--- config.mk ---
export PLATFORM = sky130hd
export DESIGN_NAME = mt_ras
export DESIGN_NICKNAME = d
export VERILOG_FILES = /design/src/rtl/mt_ras_pkg.sv /design/src/rtl/mt_ras_thread.sv /design/src/rtl/mt_ras.sv
export SDC_FILE = /design/constraint.sdc
export NUM_CORES = 1
export LEC_CHECK = 0
export ABC_CLOCK_PERIOD_IN_PS = 1040
export BUFFER_PORTS_ARGS = -buffer_cell sky130_fd_sc_hd__buf_2
export CAP_MARGIN = 20
export CORE_ASPECT_RATIO = 1.75
export CORE_MARGIN = 8
export CORE_UTILIZATION = 35
export CTS_BUF_LIST = sky130_fd_sc_hd__clkbuf_4 sky130_fd_sc_hd__clkbuf_8 sky130_fd_sc_hd__clkbuf_16
export CTS_CLUSTER_SIZE = 8
export DETAILED_ROUTE_END_ITERATION = 7
export MAX_ROUTING_LAYER = met4
export PLACE_DENSITY = 0.59
export SYNTH_ARGS = -nofsm -noshare
export SYNTH_HDL_FRONTEND = slang
export SYNTH_SLANG_ARGS = --single-unit
--- constraint.sdc ---
create_clock -name clk_i -period 1.04 [get_ports clk_i]
set_input_delay 0.052 -clock clk_i [delete_from_list [all_inputs] [get_ports clk_i]]
set_output_delay 0.052 -clock clk_i [all_outputs]
set_load 0.03 [all_outputs]
--- src/rtl/mt_ras_pkg.sv ---
// mt_ras_pkg: shared core-side definitions for the multi-threaded return
// address stack and the other per-thread frontend blocks.
//   cfg_t          - core configuration record (thread count, RAS depth, VLEN)
//   cva6_cfg_empty - default configuration (2 threads, 2 entries, 32-bit VA)
//   ras_entry_t    - {valid, ra} entry at the core's VLEN, for predictor logic
//   tid_width()    - thread-id port width, never narrower than one bit
package mt_ras_pkg;

    typedef struct packed {
        int unsigned NUM_THREADS;
        int unsigned RASDepth;
        int unsigned VLEN;
    } cfg_t;

    localparam cfg_t cva6_cfg_empty = '{NUM_THREADS: 2, RASDepth: 2, VLEN: 32};

    typedef struct packed {
        logic                            valid;
        logic [cva6_cfg_empty.VLEN-1:0]  ra;
    } ras_entry_t;

    // A single-thread core still carries a 1-bit tid so port lists stay uniform.
    function automatic int unsigned tid_width(input int unsigned num_threads);
        return (num_threads <= 1) ? 1 : $clog2(num_threads);
    endfunction

endpackage

--- src/rtl/mt_ras_thread.sv ---
// mt_ras_thread: one thread's return-address stack, entry 0 is the top.
//   clk_i, rst_ni  - clock, asynchronous active-low reset
//   flush_i        - invalidate every entry (wins over push/pop)
//   push_i, pop_i  - stack ops; both together replace the top entry
//   data_i         - return address to push
//   top_o          - {valid, ra} of entry 0 (current state)
//   empty_o        - entry 0 invalid
module mt_ras_thread
    import mt_ras_pkg::*;
#(
    parameter int unsigned DEPTH = 2,
    parameter int unsigned VLEN  = 32
) (
    input  logic            clk_i,
    input  logic            rst_ni,
    input  logic            flush_i,
    input  logic            push_i,
    input  logic            pop_i,
    input  logic [VLEN-1:0] data_i,
    output logic [VLEN:0]   top_o,
    output logic            empty_o
);

    logic [DEPTH-1:0]           valid_q, valid_d;
    logic [DEPTH-1:0][VLEN-1:0] ra_q, ra_d;

    always_comb begin
        valid_d = valid_q;
        ra_d    = ra_q;
        if (flush_i) begin
            // ra fields are left stale; only the valid bits matter.
            valid_d = '0;
        end else if (push_i && pop_i) begin
            valid_d[0] = 1'b1;
            ra_d[0]    = data_i;
        end else if (push_i) begin
            // Oldest entry falls off the bottom on overflow.
            for (int i = DEPTH - 1; i > 0; i--) begin
                valid_d[i] = valid_q[i-1];
                ra_d[i]    = ra_q[i-1];
            end
            valid_d[0] = 1'b1;
            ra_d[0]    = data_i;
        end else if (pop_i) begin
            // Popping an empty stack just shifts invalid entries up.
            for (int i = 0; i < DEPTH - 1; i++) begin
                valid_d[i] = valid_q[i+1];
                ra_d[i]    = ra_q[i+1];
            end
            valid_d[DEPTH-1] = 1'b0;
            ra_d[DEPTH-1]    = '0;
        end
    end

    always_ff @(posedge clk_i or negedge rst_ni) begin
        if (!rst_ni) begin
            valid_q <= '0;
            ra_q    <= '0;
        end else begin
            valid_q <= valid_d;
            ra_q    <= ra_d;
        end
    end

    assign top_o   = {valid_q[0], ra_q[0]};
    assign empty_o = ~valid_q[0];

endmodule

--- src/rtl/mt_ras.sv ---
// mt_ras: per-thread return address stacks sharing one push/pop port.
//   clk_i, rst_ni  - clock, asynchronous active-low reset
//   flush_i        - per-thread flush, bit t clears thread t
//   tid_i          - thread owning this cycle's push/pop/read
//   push_i, pop_i  - stack ops applied to thread tid_i only
//   data_i         - return address to push
//   data_o         - {valid, ra} top of thread tid_i, before this cycle's update
//   empty_o        - per-thread top-entry-invalid, from registered state
module mt_ras
    import mt_ras_pkg::*;
#(
    parameter cfg_t        CVA6Cfg  = cva6_cfg_empty,
    parameter int unsigned DEPTH    = CVA6Cfg.RASDepth,
    parameter int unsigned TidWidth = tid_width(CVA6Cfg.NUM_THREADS)
) (
    input  logic                           clk_i,
    input  logic                           rst_ni,
    input  logic [CVA6Cfg.NUM_THREADS-1:0] flush_i,
    input  logic [TidWidth-1:0]            tid_i,
    input  logic                           push_i,
    input  logic                           pop_i,
    input  logic [CVA6Cfg.VLEN-1:0]        data_i,
    output logic [CVA6Cfg.VLEN:0]          data_o,
    output logic [CVA6Cfg.NUM_THREADS-1:0] empty_o
);

    localparam int unsigned NT   = CVA6Cfg.NUM_THREADS;
    localparam int unsigned VLEN = CVA6Cfg.VLEN;

    // One-hot thread select; an out-of-range tid matches no thread, so it
    // neither updates state nor drives data_o.
    logic [NT-1:0]         sel;
    logic [NT-1:0][VLEN:0] top;

    for (genvar t = 0; t < NT; t++) begin : g_thr
        assign sel[t] = (NT == 1) || (tid_i == TidWidth'(t));

        mt_ras_thread #(
            .DEPTH (DEPTH),
            .VLEN  (VLEN)
        ) u_thr (
            .clk_i   (clk_i),
            .rst_ni  (rst_ni),
            .flush_i (flush_i[t]),
            .push_i  (push_i & sel[t]),
            .pop_i   (pop_i & sel[t]),
            .data_i  (data_i),
            .top_o   (top[t]),
            .empty_o (empty_o[t])
        );
    end

    always_comb begin
        data_o = '0;
        for (int t = 0; t < NT; t++) begin
            if (sel[t]) data_o = top[t];
        end
    end

endmodule

== Yosys cells after proc, flatten, opt, wreduce, memory -nomap -nowiden ==
Cells that the tools add are included.
Storage, ports and cells
  register bits: 132
  output and inout port bits: 35
  word-level logic and storage cells: 54
Cells by class
  equal/unequal tests: 2
  multiplexer cells: 17
  bitwise operators: 11
  reduce and logical (&&, ||, !) cells: 16
Operator list (number)
  two-way mux 64 bit: 4
  two-way mux 32 bit: 2
  two-way mux 33 bit: 1
  two-way mux 2 bit: 6
  nonzero test 3 bit: 4
  AND reduction 2 bit: 4
  nonzero test 4 bit: 2
  inverter 1 bit: 7
  AND reduction 3 bit: 2
  bitwise AND 1 bit: 4
  two-way mux 1 bit: 4
  != test 2 bit (second input constant): 2
  nonzero test 2 bit: 2
  logical AND 1 bit: 2

== Longest topological paths before layout ==
  word-level depth: 6
  depth in mapped cells: 6
  mapped depth without buffers: 3

== Modules after synthesis ==
Synthesis repeated with hierarchy kept, for this count alone.
Second synthesis, totals
  cell total of the unflattened synthesis: 695
  area total of the unflattened synthesis: 7323.3 um^2
Modules (own cells, without submodules)
  mt_ras_thread: instances 2, cells each 327, area each 3383.2 um^2
  mt_ras: instances 1, cells each 41, area each 556.8 um^2

== Least setup slack after synthesis ==
No wires, ideal clock.
  path type: input to register
  from: input push_i
  to: register g_thr[0].u_thr.ra_q (netlist bit g_thr[0].u_thr.top_o[17])
  data arrival time: 1.164 ns
  data required time: 0.915 ns
  slack: -0.249 ns
  stages: 5
  cells stage by stage: nor2b_1 buf_4 buf_2 mux2_2 mux2_2
On the way
  longest elaborated chain between the ends: 4
RTL lines
  start: declaration: RTL line mt_ras.sv:20  | input logic push_i,
  bitwise AND 1 bit (*): RTL line mt_ras.sv:45  | .push_i (push_i & sel[t]),
  logical AND 1 bit: RTL line mt_ras_thread.sv:33  | end else if (push_i && pop_i) begin
  nonzero test 3 bit (no source line)
  AND reduction 2 bit (no source line)
  end signal: assignment: RTL line mt_ras_thread.sv:61  | ra_q <= ra_d;
  end: declaration: RTL line mt_ras_thread.sv:25  | logic [DEPTH-1:0][VLEN-1:0] ra_q, ra_d;
Every way passes the cells marked *; elsewhere a longest branch is shown, timed or not.
A chain may end at the register's enable or synchronous reset.

== Final worst setup path ==
  from: register g_thr[0].u_thr.ra_q (netlist bit g_thr[0].u_thr.top_o[15])
  to: output data_o[15]
On the way
  longest elaborated chain between the ends: 1
RTL lines
  two-way mux 33 bit: RTL line mt_ras.sv:56  | if (sel[t]) data_o = top[t];
  end: declaration: RTL line mt_ras.sv:23  | output logic [CVA6Cfg.VLEN:0] data_o,
No other way between the ends.

==> summary.md <==
| Metric | Value |
|---|---|
| Status | finished, violations left |
| Failing checks | setup timing |
| Required @ worst endpoint | 0.99 ns |
| Tightest Pin Transition | 0.6428 ns |
| CP Capture Type | primary output |
| RSZ-0062 raised after global routing | yes |
| HPWL Detailed | 11.55 mm |
| Yosys Warn Count | 0 |
| Area Growth Syn to Fin | 50.83% |
| Final min period | 1.330 ns |
| Largest net degree at the start of global routing | 65 |
| Vias in the first global route | 5555 |
| RePlAce Congestion | 0.7504 |
| Die Y-Extent | 198.5 um |
| WS Path Type | flop to primary output |
| Clock Sink Count | 132 |
| Remaining DRCs | 0 |
| Total track usage | 0.1613 |
| First DRT Iteration DRCs | 186 |
| Fin. Hold Viols | 0 |
| Initial antenna violation count | 1 |
| Die Footprint | 23880 um2 |
| Global-route wire length before repair | 29.56 mm |
| Leading area contributor after synthesis | dfrtp_1 |
| Area of the mapped netlist | 6664 um2 |
| Syn avg cell area | 11.84 um2 |
| Top cells by area, synth | dfrtp_1 (50%), mux2_2 (22%), mux2_1 (4.9%) |
| Register-to-Register Path Depth | 4 |
| Skew final | 0.004175 ns |
| Syn_nets | 602 |
| Share of layout cells above drive strength 1 | 0.5378 |
| Final setup margin | -0.2898 ns |
| CTS Buf Count | 17 |
| M2 GR Usage | 0.2782 |
| Initial Utilization | 0.3517 |
| P per Cell Area | 1821 nW/um2 |
| Deepest clock path buffer count | 2 |
| Placeable Area | 18950 um2 |
| Root Buffer | clkbuf_16 |
| Hold Path Class | primary input to flop |
| H-tree depth | 4 |
| Element type at the critical path start | flop |
| Netlist cell types | 30 |
| Reg clk slew, reported paths | 0.06 ns |
| Fmax | 0.7520 GHz |
| GRT overflow | 0 |
| Hold Slack | 0.005511 ns |
| Asr flop ratio synth | 1.000 |
| Register area share after synthesis | 0.4957 |
| Max-cap violations | 0 |
| Peak VDD IR | 0.9702 mV |
| PortBufs | 73 |
| Placed Cells | 869 |
| Vias/cell | 5.006 |
| Number of flops mapped to enable cells by yosys | 0 |
| WP data arrival | 1.28 ns |
| Met3 usage | 0.03296 |
| Post-route ant nets | 0 |
| WL final | 18.98 mm |
| Util after Layout | 0.5305 |
| Die X | 120.3 um |
| Setup Viol. Count Final | 38 |
| Share of the synthesized area in the top cell type | 0.4957 |
| Main flop type after synthesis | dfrtp_1 |
| Slew Limit Fails | 0 |
| Worst slew margin | 0.5715 |
| Nets | 794 |
| CP Max Fanout | 2 |
| CTS tree | yes |
| Routing usage on met1 | 0.1823 |
| Leak pwr | 0.005022 uW |
| Post-Synthesis Cells | 563 |
| Non-Filler Instances | 1010 |
| Routed length per placed instance | 18.79 um |
| Filler cell count | 1649 |
| Post-synthesis register bit count | 132 |
| Clk_lat worst skew | 0.43 ns |
| Drt pass-1 iters | 5 |
| WHS Path Cells | 3 |
| Final Power | 18310 uW |
| I/O pin total | 74 |
| Grt peak-use layer | met2 |
| Via count | 5056 |
| Fin crit share | 1.279 |
| FP Rows | 67 |
==> report_power, final <==
group	leakage, uW	switching [uW]	internal [uW]
Combinational	0.00290	2150	2930
Sequential	0.00179	397	5800
Clock	0.000331	2440	4590
==> layout by cell type (no fill, tap or decap), types with 2 or more instances in the layout <==
master           n
bufinv_16        6
buf_4          106
inv_1           34
o21ai_0         34
buf_16           2
inv_6            2
nor2_4           2
inv_2            2
mux2i_1         32
dfrtp_1        132
buf_12          15
buf_2           35
clkbuf_16       21
nor2_1           3
mux2_2          30
nand2_1         33
dlygate4sd3_1   15
clkinv_4         5
buf_6           44
mux2_4         130
o31ai_1         32
nand3_1         32
==> cell type report <==
| cell class | instances | area, um2 | area share |
|---|---|---|---|
| timing repair buffer | 222 | 2087 | 0.2076 |
| tap | 241 | 301.5 | 0.03000 |
| clock inverter | 14 | 249.0 | 0.02477 |
| sequential | 132 | 3303 | 0.3286 |
| inverter | 36 | 135.1 | 0.01344 |
| clock buffer | 18 | 439.2 | 0.04369 |
| antenna | 1 | 2.502 | 0.0002490 |
| multi-input combinational | 346 | 3533 | 0.3515 |
==> worst paths after layout <==
check / from / endpoint / slack [ns]
max: g_thr[0].u_thr.top_o[15]$_DFFE_PN0P_ / data_o[15] / -0.29
min: data_i[6] / g_thr[1].u_thr.top_o[6]$_DFFE_PN0P_ / 0.006
max reg2reg: g_thr[1].u_thr.valid_q[0]$_DFFE_PN0P_ / g_thr[1].u_thr.valid_q[1]$_DFFE_PN0P_ / -0.12
min reg2reg: g_thr[1].u_thr.ra_q[52]$_DFFE_PN0P_ / g_thr[1].u_thr.ra_q[52]$_DFFE_PN0P_ / 0.51
max in group asynchronous: rst_ni / g_thr[1].u_thr.ra_q[36]$_DFFE_PN0P_ / 0.43
min in group asynchronous: rst_ni / g_thr[0].u_thr.top_o[18]$_DFFE_PN0P_ / 0.08
==> metrics by stage <==
step           setup slack (ns)  cell area (um2)  TNS, ns
3_3_place_gp            -0.3908             7901   -40.25
6_report                -0.2898            10050   -8.330
3_5_place_dp            -0.4543             7901   -44.74
2_1_floorplan           -0.1236             7141   -7.362
5_1_grt                 -0.3061            10050   -9.636
4_1_cts                 -0.2907             9584   -8.682
==> sequential cells by signal, summed over array words and instances, names as in the netlist <==
| signal | cells |
|---|---|
| g_thr.u_thr.valid_q | 4 |
| g_thr.u_thr.ra_q | 64 |
| g_thr.u_thr.top_o | 64 |
==> critical path, stage by stage, from the launching register on <==
cell and delay, ns:
dfrtp_1 0.40, mux2_4 0.31, buf_6 0.14
==> layer usage <==
metal,up-vias,wire length [um]
li1,2364,-
met1,2581,8007
met2,90,10090
met3,21,525
met4,0,353
met5,-,0
==> Yosys cell counts, types with 3 or more instances <==
master,instances
dfrtp_1,132
o21ai_0,35
mux2_2,131
nand3_1,32
nor2_1,3
mux2_1,29
inv_1,36
buf_2,15
o31ai_1,32
clkbuf_1,23
mux2i_1,32
buf_4,3
nand2_1,34
buf_6,6
==> logic make-up after synthesis <==
group | count (synthesis) | synth area share
compound gates | 73 | 0.06853
xor+xnor | 1 | 0.001315
buf+inv | 85 | 0.05914
flops | 132 | 0.4957
mux | 192 | 0.3184
simple gates | 80 | 0.05689
==> what timing repair did <==
item,4_1_cts,5_1_grt
hold endpoints to repair,150,0
setup buffers,62,25
pin swaps,1,2
setup endpoints to repair,45,81
resized for setup,106,38
gates cloned,1,5
hold buffers,15,0
(Power assumes the default switching activity.)
